<file path="src/rtl/seg7_scan_controller.sv">
// Four-digit common-anode seven-segment scan controller.
// Per-frame input snapshot, per-slot dead time, leading-zero blanking.
module seg7_scan_controller #(
    parameter int CLK_DIV      = 100000,
    parameter int BLANK_CYCLES = 1000
) (
    input  logic        clk,
    input  logic        reset,
    input  logic [15:0] digits,
    input  logic [3:0]  dp_in,
    input  logic [3:0]  digit_en,
    input  logic        lz_blank,
    output logic [3:0]  an,
    output logic [6:0]  seg,
    output logic        dp,
    output logic [1:0]  digit_sel,
    output logic        frame_tick
);

    localparam int CW = (CLK_DIV > 1) ? $clog2(CLK_DIV) : 1;
    localparam logic [CW-1:0] LAST      = CW'(CLK_DIV - 1);
    localparam logic [CW-1:0] BLANK_END = CW'(BLANK_CYCLES);

    typedef enum logic {
        S_BLANK,
        S_DRIVE
    } state_t;

    state_t        state;
    state_t        state_n;
    logic [CW-1:0] cnt;
    logic [CW-1:0] cnt_n;
    logic          slot_end;
    logic          snap;

    logic [15:0]   sh_digits;
    logic [3:0]    sh_dp;
    logic [3:0]    sh_en;
    logic          sh_lz;

    logic [3:0]    zero;
    logic [3:0]    sup;
    logic [3:0]    dark;
    logic [3:0]    nib;

    logic [3:0]    an_d;
    logic [6:0]    seg_d;
    logic          dp_d;

    function automatic logic [6:0] bcd_to_seg(input logic [3:0] v);
        logic [6:0] s;
        case (v)
            4'h0:    s = 7'b1000000;
            4'h1:    s = 7'b1111001;
            4'h2:    s = 7'b0100100;
            4'h3:    s = 7'b0110000;
            4'h4:    s = 7'b0011001;
            4'h5:    s = 7'b0010010;
            4'h6:    s = 7'b0000010;
            4'h7:    s = 7'b1111000;
            4'h8:    s = 7'b0000000;
            4'h9:    s = 7'b0010000;
            default: s = 7'b0111111;
        endcase
        return s;
    endfunction

    assign slot_end = (cnt == LAST);
    assign snap     = slot_end && (digit_sel == 2'd3);
    assign cnt_n    = slot_end ? '0 : cnt + CW'(1);

    // Slot counter and digit index; the index advances on slot wrap.
    always_ff @(posedge clk) begin
        if (reset) begin
            cnt       <= '0;
            digit_sel <= 2'd0;
        end else begin
            cnt <= cnt_n;
            if (slot_end) begin
                digit_sel <= digit_sel + 2'd1;
            end
        end
    end

    // Slot FSM state register.
    always_ff @(posedge clk) begin
        if (reset) begin
            state <= S_BLANK;
        end else begin
            state <= state_n;
        end
    end

    // Next state follows the count the next cycle will hold.
    always_comb begin
        state_n = S_DRIVE;
        if (cnt_n < BLANK_END) begin
            state_n = S_BLANK;
        end
    end

    // Shadow copy of the inputs; reloaded during reset and once per frame.
    always_ff @(posedge clk) begin
        if (reset || snap) begin
            sh_digits <= digits;
            sh_dp     <= dp_in;
            sh_en     <= digit_en;
            sh_lz     <= lz_blank;
        end
    end

    // Frame pulse marks the cycle in which the new snapshot is live.
    always_ff @(posedge clk) begin
        if (reset) begin
            frame_tick <= 1'b0;
        end else begin
            frame_tick <= snap;
        end
    end

    // Leading-zero chain: a disabled digit counts as a zero.
    always_comb begin
        for (int i = 0; i < 4; i++) begin
            zero[i] = (sh_digits[4*i +: 4] == 4'h0) || !sh_en[i];
        end
        sup[3] = sh_lz & zero[3];
        sup[2] = sup[3] & zero[2];
        sup[1] = sup[2] & zero[1];
        sup[0] = 1'b0;
        dark   = ~sh_en | sup;
    end

    // Current nibble for the active slot.
    always_comb begin
        nib = sh_digits[3:0];
        case (digit_sel)
            2'd0:    nib = sh_digits[3:0];
            2'd1:    nib = sh_digits[7:4];
            2'd2:    nib = sh_digits[11:8];
            default: nib = sh_digits[15:12];
        endcase
    end

    // Output decode: blank during dead time and for dark digits.
    always_comb begin
        an_d  = 4'b1111;
        seg_d = 7'b1111111;
        dp_d  = 1'b1;
        if (state == S_DRIVE) begin
            seg_d = bcd_to_seg(nib);
            if (!dark[digit_sel]) begin
                an_d = ~(4'b0001 << digit_sel);
                dp_d = ~sh_dp[digit_sel];
            end
        end
    end

    // Registered pin drivers, one cycle behind the counter.
    always_ff @(posedge clk) begin
        if (reset) begin
            an  <= 4'b1111;
            seg <= 7'b1111111;
            dp  <= 1'b1;
        end else begin
            an  <= an_d;
            seg <= seg_d;
            dp  <= dp_d;
        end
    end

endmodule

</file>
<file path="config.mk">
export PLATFORM = sky130hd
export DESIGN_NAME = seg7_scan_controller
export DESIGN_NICKNAME = d
export VERILOG_FILES = /design/src/rtl/seg7_scan_controller.sv
export SDC_FILE = /design/constraint.sdc
export NUM_CORES = 1
export LEC_CHECK = 0
export CORE_MARGIN = 2
export CORE_UTILIZATION = 40
export DETAILED_ROUTE_END_ITERATION = 6
export PLACE_DENSITY = 0.67
export REMOVE_ABC_BUFFERS = 1
export SETUP_SLACK_MARGIN = 0.05
export SYNTH_ARGS = -nofsm -noshare
export SYNTH_HDL_FRONTEND = slang
export SYNTH_SLANG_ARGS = --single-unit
</file>
<file path="constraint.sdc">
create_clock -name clk -period 2.9 [get_ports clk]
set_input_delay 0.29 -clock clk [delete_from_list [all_inputs] [get_ports clk]]
set_output_delay 0.29 -clock clk [all_outputs]
set_load 0.05 [all_outputs]
</file>
==> results of run 1 <==
-- power by group --
group	internal, mW	leakage, nW	switching [mW]	total, mW
Combinational	0.0486	0.612	0.0377	0.0863
Sequential	0.877	0.512	0.0135	0.891
Clock	0.481	0.105	0.329	0.810
Total	1.41	1.23	0.380	1.79
-- logic make-up (layout without fill, tap and decap cells) --
kind of cell / after synthesis / count (layout) / share of synthesized area [%]
AO/OA/AOI/OAI: 39 / 39 / 9.43
XOR/XNOR: 16 / 16 / 5.31
adder cells (fa/ha/maj): 11 / 11 / 5.21
buffers and inverters: 18 / 70 / 4.12
flip-flops: 58 / 58 / 53.5
multiplexers: 4 / 4 / 1.99
AND/OR/NAND/NOR: 98 / 98 / 20.5
-- sequential cells by signal, summed over array words and instances (netlist names) --
name	count
sh_dp	4
sh_en	4
seg	7
cnt	17
sh_digits	16
an	4
digit_sel	2
dp	1
sh_lz	1
frame_tick	1
state	1
-- worst register-to-register path: cells and delay by family (launching register included) --
kind	cells	cell delay (ns)
and+or+nand+nor	2	0.36
adders and majority gates	2	0.46
buffers and inverters	2	0.26
AOI/OAI and AO/OA	4	0.83
DFF	1	0.49
-- per-stage QoR --
| stage | cells | power, mW | area (sq um) | setup slack [ns] | hold slack [ns] |
|---|---|---|---|---|---|
| 6_report | 373 | 1.79 | 3320 | 0.360 | 0.462 |
| 2_1_floorplan | 236 | 0.942 | 2570 | 0.181 | 0.362 |
| 5_1_grt | 373 | 1.85 | 3320 | 0.0718 | 0.479 |
| 4_1_cts | 373 | 1.80 | 3320 | 0.376 | 0.466 |
| 3_3_place_gp | 357 | 0.994 | 3100 | 0.495 | 0.438 |
| 3_5_place_dp | 357 | 0.996 | 3100 | 0.386 | 0.450 |
-- routing by layer --
metal	vias up	GRT usage (%)	share of wire (%)
met2	57	21.4	44
met5	-	0	0
li1	970	-	-
met4	0	6.93	2.0
met1	878	19.9	48
met3	8	6.61	6.4
-- cell type report --
cell class	instances	area (sq um)	area share (%)
clock buffer	9	124	3.74
multi-input combinational	168	1120	33.8
timing repair buffer	44	433	13.1
clock inverter	7	93.8	2.83
sequential	58	1410	42.6
inverter	10	37.5	1.13
tap	77	96.3	2.91
-- cells in the final DEF (no fill, tap or decap), types with 3 or more instances in the layout --
master | Yosys | routed
sky130_fd_sc_hd__nand2_1 | 19 | 19
sky130_fd_sc_hd__and3_1 | 5 | 5
sky130_fd_sc_hd__nor3_1 | 3 | 3
sky130_fd_sc_hd__nand3_1 | 10 | 10
sky130_fd_sc_hd__xnor2_1 | 9 | 9
sky130_fd_sc_hd__mux2i_1 | 3 | 3
sky130_fd_sc_hd__nor2b_1 | 3 | 3
sky130_fd_sc_hd__o21ai_0 | 13 | 13
sky130_fd_sc_hd__buf_4 | 2 | 3
sky130_fd_sc_hd__or3_1 | 4 | 4
sky130_fd_sc_hd__ha_1 | 11 | 11
sky130_fd_sc_hd__a21oi_1 | 10 | 10
sky130_fd_sc_hd__nand4_1 | 3 | 3
sky130_fd_sc_hd__a222oi_1 | 3 | 3
sky130_fd_sc_hd__nor2_1 | 30 | 30
sky130_fd_sc_hd__xor2_1 | 7 | 7
sky130_fd_sc_hd__clkdlybuf4s50_1 | 0 | 41
sky130_fd_sc_hd__clkbuf_8 | 1 | 9
sky130_fd_sc_hd__nand2b_1 | 4 | 4
sky130_fd_sc_hd__edfxtp_1 | 25 | 25
sky130_fd_sc_hd__dfxtp_1 | 33 | 33
sky130_fd_sc_hd__inv_1 | 9 | 9
-- worst max-delay path by stage --
stage / start / to / slack, ns / depth (start not counted)
after floorplan: digit_sel[0]$_SDFFE_PP0N_ / seg[0]$_SDFF_PP1_ / 0.18 / 10
after global placement: digit_sel[1]$_SDFFE_PP0N_ / seg[3]$_SDFF_PP1_ / 0.49 / 10
after detailed placement: digit_sel[1]$_SDFFE_PP0N_ / seg[0]$_SDFF_PP1_ / 0.39 / 10
after CTS: digit_sel[1]$_SDFFE_PP0N_ / seg[0]$_SDFF_PP1_ / 0.38 / 10
after global routing: digit_sel[1]$_SDFFE_PP0N_ / seg[0]$_SDFF_PP1_ / 0.07 / 10
final: digit_sel[1]$_SDFFE_PP0N_ / seg[0]$_SDFF_PP1_ / 0.36 / 10
==> metrics, run 1 <==
run status=complete, no violations; first-pass GRT wire length=8.58 mm; leading post-synthesis cells by instance count=sky130_fd_sc_hd__dfxtp_1, sky130_fd_sc_hd__nor2_1, sky130_fd_sc_hd__edfxtp_1, sky130_fd_sc_hd__nand2_1, sky130_fd_sc_hd__o21ai_0; Area contributors post-synth=sky130_fd_sc_hd__edfxtp_1, sky130_fd_sc_hd__dfxtp_1, sky130_fd_sc_hd__ha_1, sky130_fd_sc_hd__nor2_1, sky130_fd_sc_hd__xnor2_1; final weighted congestion in routability-driven placement=0.818; sinks on the clock net=58; clk root buf=sky130_fd_sc_hd__clkbuf_8; floorplan die area=0.00727 sq mm; number of vias after detailed routing=1913; first-iteration detailed-routing DRC count=96; layout cells sized above 1=9.12%; CTS HTree Levels=3; number of buffers inserted by post-CTS setup repair=0; netlist area before placement=0.00264 sq mm; hold buffer count at CTS=0; number of buffers added by the clock tree synthesis step=9; clock tree from TritonCTS=done; clock transition at the registers of the reported paths=0.07 ns; proportion of synthesized chip area in sequential cells=53.5%; Yosys reg bits=58; # nets final=329; cells along the critical path=inv_1, ha_1, a222oi_1, nand2_1, o21ai_0, inv_1, ha_1, or2_2, a21oi_1, o21ai_0; length of the first detailed-routing pass in iterations=5; category of the critical setup timing path=flip-flop to flip-flop; FFs w/ async S/R, synth=0%; class of the most critical hold timing path=flip-flop to flip-flop; worst stage delay on the critical path=0.49 ns; Layout Utilization=52.2%; mean instance size in the synthesized netlist=10.8 sq um; slowest cell on the critical path=sky130_fd_sc_hd__dfxtp_1; Max Cap Violations=0; largest area contributor in the synthesized netlist=sky130_fd_sc_hd__edfxtp_1; maximum clock path buffer count=2; Slew @ Worst Pin=0.681 ns; cell with the most instances after synthesis=sky130_fd_sc_hd__dfxtp_1; hold path startpoint=cnt[0]$_SDFF_PP0_; number of nets with antenna violations after detailed routing=0; share of the cycle needed by the critical path after routing=87.6%; die height=85.2 um; headroom to the max-slew limit=54.6%; antenna violations before repair=0; data arrival time at the worst-slack endpoint=2.73 ns; area share of the largest cell type after synthesis=28.4%; maximum number of pins on one net before global-route repair=26; Final Skew=0.00838 ns; number of fillers in the final layout=560; Unique masters post-synth=51; EDFF count, synth=25; setup repair after global routing missed its margin=no; via count of the first global-routing pass=1825; final critical delay including setup and external delays=2.54 ns; Worst IR Drop VDD=0.350 mV; number of gates given a new drive strength after cts=0; instance count of the mapped netlist=244; buffers and inverters on the worst path=2; Ys Warns=0; overall overflow remaining after global route=0; Worst R2R Path Depth=10; diode count=0; type of element capturing the critical path=flip-flop; power per cell area=539 mW/mm^2; Site Rows=29; number of placed I/O pins=42; vias per inst=5.13; endpoint of the worst register-to-register path=seg[0]$_SDFF_PP1_; Horiz. Die Dim=85.2 um; area growth from synthesis to layout=25.6%; top flip-flop cell by instance count after synthesis=sky130_fd_sc_hd__dfxtp_1; cell class contributing the biggest share of worst-path delay=compound AO/OA/AOI/OAI gates; worst-case register-to-register setup slack=0.36 ns; DRC violation count after routing=0; final hold violations=0; starting density of the core=41.6%; final HPWL from detailed placement=3.65 mm; peak fanout along the critical path=8; launching element type of the critical path=flip-flop; maximum clock frequency=394 MHz; Port Buffer Count=41; Routed wire per std cell=13.6 um; core area=0.00635 sq mm; source-to-sink clock delay at the later pin of the worst-skew pair=0.34 ns; final wirelength=5.07 mm; Setup-failing EPs final=0; startpoint of the lowest-slack register-to-register path=digit_sel[1]$_SDFFE_PP0N_; Max Transition Viols Final=0; worst hold path depth=1; worst min-delay path endpoint=cnt[0]$_SDFF_PP0_; all-layer global routing usage=15.1%; Fin Setup TNS=0 ns; static leakage=1.23 nW; required time of the critical path=3.09 ns
(Power assumes the default switching activity.)
==> run 2, diff against run 1 <==
--- a/config.mk
+++ b/config.mk
@@ -10,7 +10,6 @@
 export DETAILED_ROUTE_END_ITERATION = 6
 export PLACE_DENSITY = 0.67
 export REMOVE_ABC_BUFFERS = 1
-export SETUP_SLACK_MARGIN = 0.05
 export SYNTH_ARGS = -nofsm -noshare
 export SYNTH_HDL_FRONTEND = slang
 export SYNTH_SLANG_ARGS = --single-unit
==> results of run 2 <==
No change in the layout: final DEF, timing and power equal those of run 1.
==> edit: new RTL, flow settings as in run 1 <==
`CLK_DIV`: 100000 -> 50000.
--- a/src/rtl/seg7_scan_controller.sv
+++ b/src/rtl/seg7_scan_controller.sv
@@ -2,5 +2,5 @@
 // Per-frame input snapshot, per-slot dead time, leading-zero blanking.
 module seg7_scan_controller #(
-    parameter int CLK_DIV      = 100000,
+    parameter int CLK_DIV      = 50000,
     parameter int BLANK_CYCLES = 1000
 ) (
Formal check against the unedited RTL: no difference found for any inputs over 10 cycles, from zero or initial values and one cycle with reset high; that may be too few to reach the edited logic, so the function may still have changed.
==> edit against run 1 <==
Sequential cell count down 1; sequential share of layout area up 0.19 points; via count down 3.6%; clock power down 22%; core utilization down 0.67 points; synthesized cell count down 4.5%; setup slack better by 71 ps; worst hold slack better by 18 ps; synthesized area down 1.1%; total power down 11%; critical path depth down 1; wire length down 2.3%; cell area down 1.8%; highest routed layer unchanged.
==> edit: results (changes against run 1) <==
* Crit-path max cell delay at 500 ps
* GPL Wtd Cong at 0.8711 (+6.5%)
* Post_cts resized at 0 (unchanged)
* Share of layout cells above drive strength 1 at 12.37% (+3.2 points)
* Netlist cell types at 52 (+2.0%)
* Synth cell count leaders: dfxtp_1 (32), nor2_1 (28), edfxtp_1 (25)
* Largest net degree at the start of global routing at 26 (unchanged)
* YS warnings at 0 (unchanged)
* Max Cap Viol at 0 (unchanged)
* Fillers at 606 (+8.2%)
* Num CTS Buffers at 9 (unchanged)
* N_diodes at 0 (unchanged)
* First-pass GRT wire length at 8445 um (-1.6%)
* Number of global-route vias before repair at 1,752 (-4.0%)
* Hold Path Class: reg -> reg
* Seq/Total Area, Yosys at 53.28% (-0.18 points)
* Switch Pwr at 377.9 uW (-0.59%)
* Fin nets at 316 (-4.0%)
* Iteration-0 DRC Markers at 103 (+7.3%)
* Largest registers: cnt: 16 flops, sh_digits: 16 flops, seg: 7 flops
* Status: completed
* Initial antenna violation count at 0 (unchanged)
* Synth top area cells: edfxtp_1 (29%), dfxtp_1 (25%), ha_1 (5.3%)
* Slew @ Worst Pin at 653.0 ps (-27.59 ps)
* H-tree levels at 3 (unchanged)
* Clk_lat worst skew at ~330 ps
* Dpl hpwl at 3555 um (-2.6%)
* Arr. time, crit path at 2670 ps (-60 ps)
* Routed vias/inst at 5.125 (about the same)
* PortBufs at 41 (unchanged)
* Routed wire length at 4951 um (-2.3%)
* Top FF cell, synth: dfxtp_1
* Leak Pwr at 0.001179 uW (-4.0%)
* Skew final at 9.714 ps (+1.336 ps)
* Setup WS pre-CTS at 460.6 ps (+74.34 ps)
* Worst VDD drop at 0.0002639 V (-25%)
* Tot GR Track Use at 15.31% (+0.19 points)
-- edit: changes by cell type after synthesis, moves of 3 or more --
cell      before  now
a21oi_1       10    7
a311oi_1       0    3
o21ai_0       13    5
buf_6          3    0
buf_2          1    4
nand2_1       19   14
mux2i_1        3    6
and3_1         5    2
o21ai_1        0    3
or3_1          4    1
inv_1          9   14
-- edit: stage by stage --
step           instance area (sq um)  hold WS, ps  utilization, %  TNS [ps]  cells
2_1_floorplan                   2565        359.1               -    -11060    225
3_3_place_gp                    3083        457.9           48.83         0    344
3_5_place_dp                    3083        469.0           48.83         0    344
4_1_cts                         3254        485.2           51.55         0    360
5_1_grt                         3254        483.1           51.55         0    360
6_report                        3254        479.6           51.55         0    360
-- edit: worst paths after layout --
check	start	to	slack (ps)	depth (start not counted)
setup reg to reg	digit_sel[0]	seg[0]	430	9
hold / removal	cnt[0]	cnt[0]	480	1
hold reg to reg	cnt[0]	cnt[0]	480	1
setup / recovery	digit_sel[0]	seg[0]	430	9
-- edit: cell families (layout without fill, tap and decap cells) --
| logic type | after synthesis | count (layout) | share of synthesized area, % |
|---|---|---|---|
| AOI/OAI and AO/OA | 32 | 32 | 8.865 |
| xor gates and xnor gates | 15 | 15 | 5.031 |
| adders and majority gates | 11 | 11 | 5.271 |
| buffers and inverters | 22 | 72 | 3.785 |
| DFF | 57 | 57 | 53.28 |
| muxes | 10 | 10 | 4.600 |
| and+or+nand+nor | 86 | 86 | 19.17 |
-- edit: critical path: cells and delay by family, from the launching register on --
| kind | cells | cell delay (ps) |
|---|---|---|
| DFF | 1 | 500 |
| buffers and inverters | 2 | 250 |
| adders and majority gates | 2 | 460 |
| muxes | 1 | 280 |
| and+or+nand+nor | 1 | 210 |
| AOI/OAI and AO/OA | 3 | 650 |
-- edit: metal layers --
metal	vias to the layer above	GRT usage, %	wire length [um]
met5	-	0	0
met3	4	4.818	273
li1	929	-	-
met2	52	21.83	2274
met1	860	20.54	2344
met4	0	8.658	58
-- edit: cell type report --
| class | count | area (sq um) | share of cell area, % |
|---|---|---|---|
| Inverter | 14 | 52.55 | 1.615 |
| Sequential cell | 57 | 1391 | 42.75 |
| Clock buffer | 9 | 123.9 | 3.806 |
| Multi-Input combinational cell | 154 | 1125 | 34.56 |
| Timing Repair Buffer | 42 | 417.9 | 12.84 |
| Tap cell | 77 | 96.34 | 2.960 |
| Clock inverter | 7 | 47.55 | 1.461 |
-- edit: power by group through the flow --
stage	Clock, uW	Combinational [uW]	Sequential, uW
5_1_grt	693	97.2	880
6_report	632	87.3	878
2_1_floorplan	0	39.2	892
3_5_place_dp	0	87.4	896
3_3_place_gp	0	85.8	896
4_1_cts	654	87.8	878
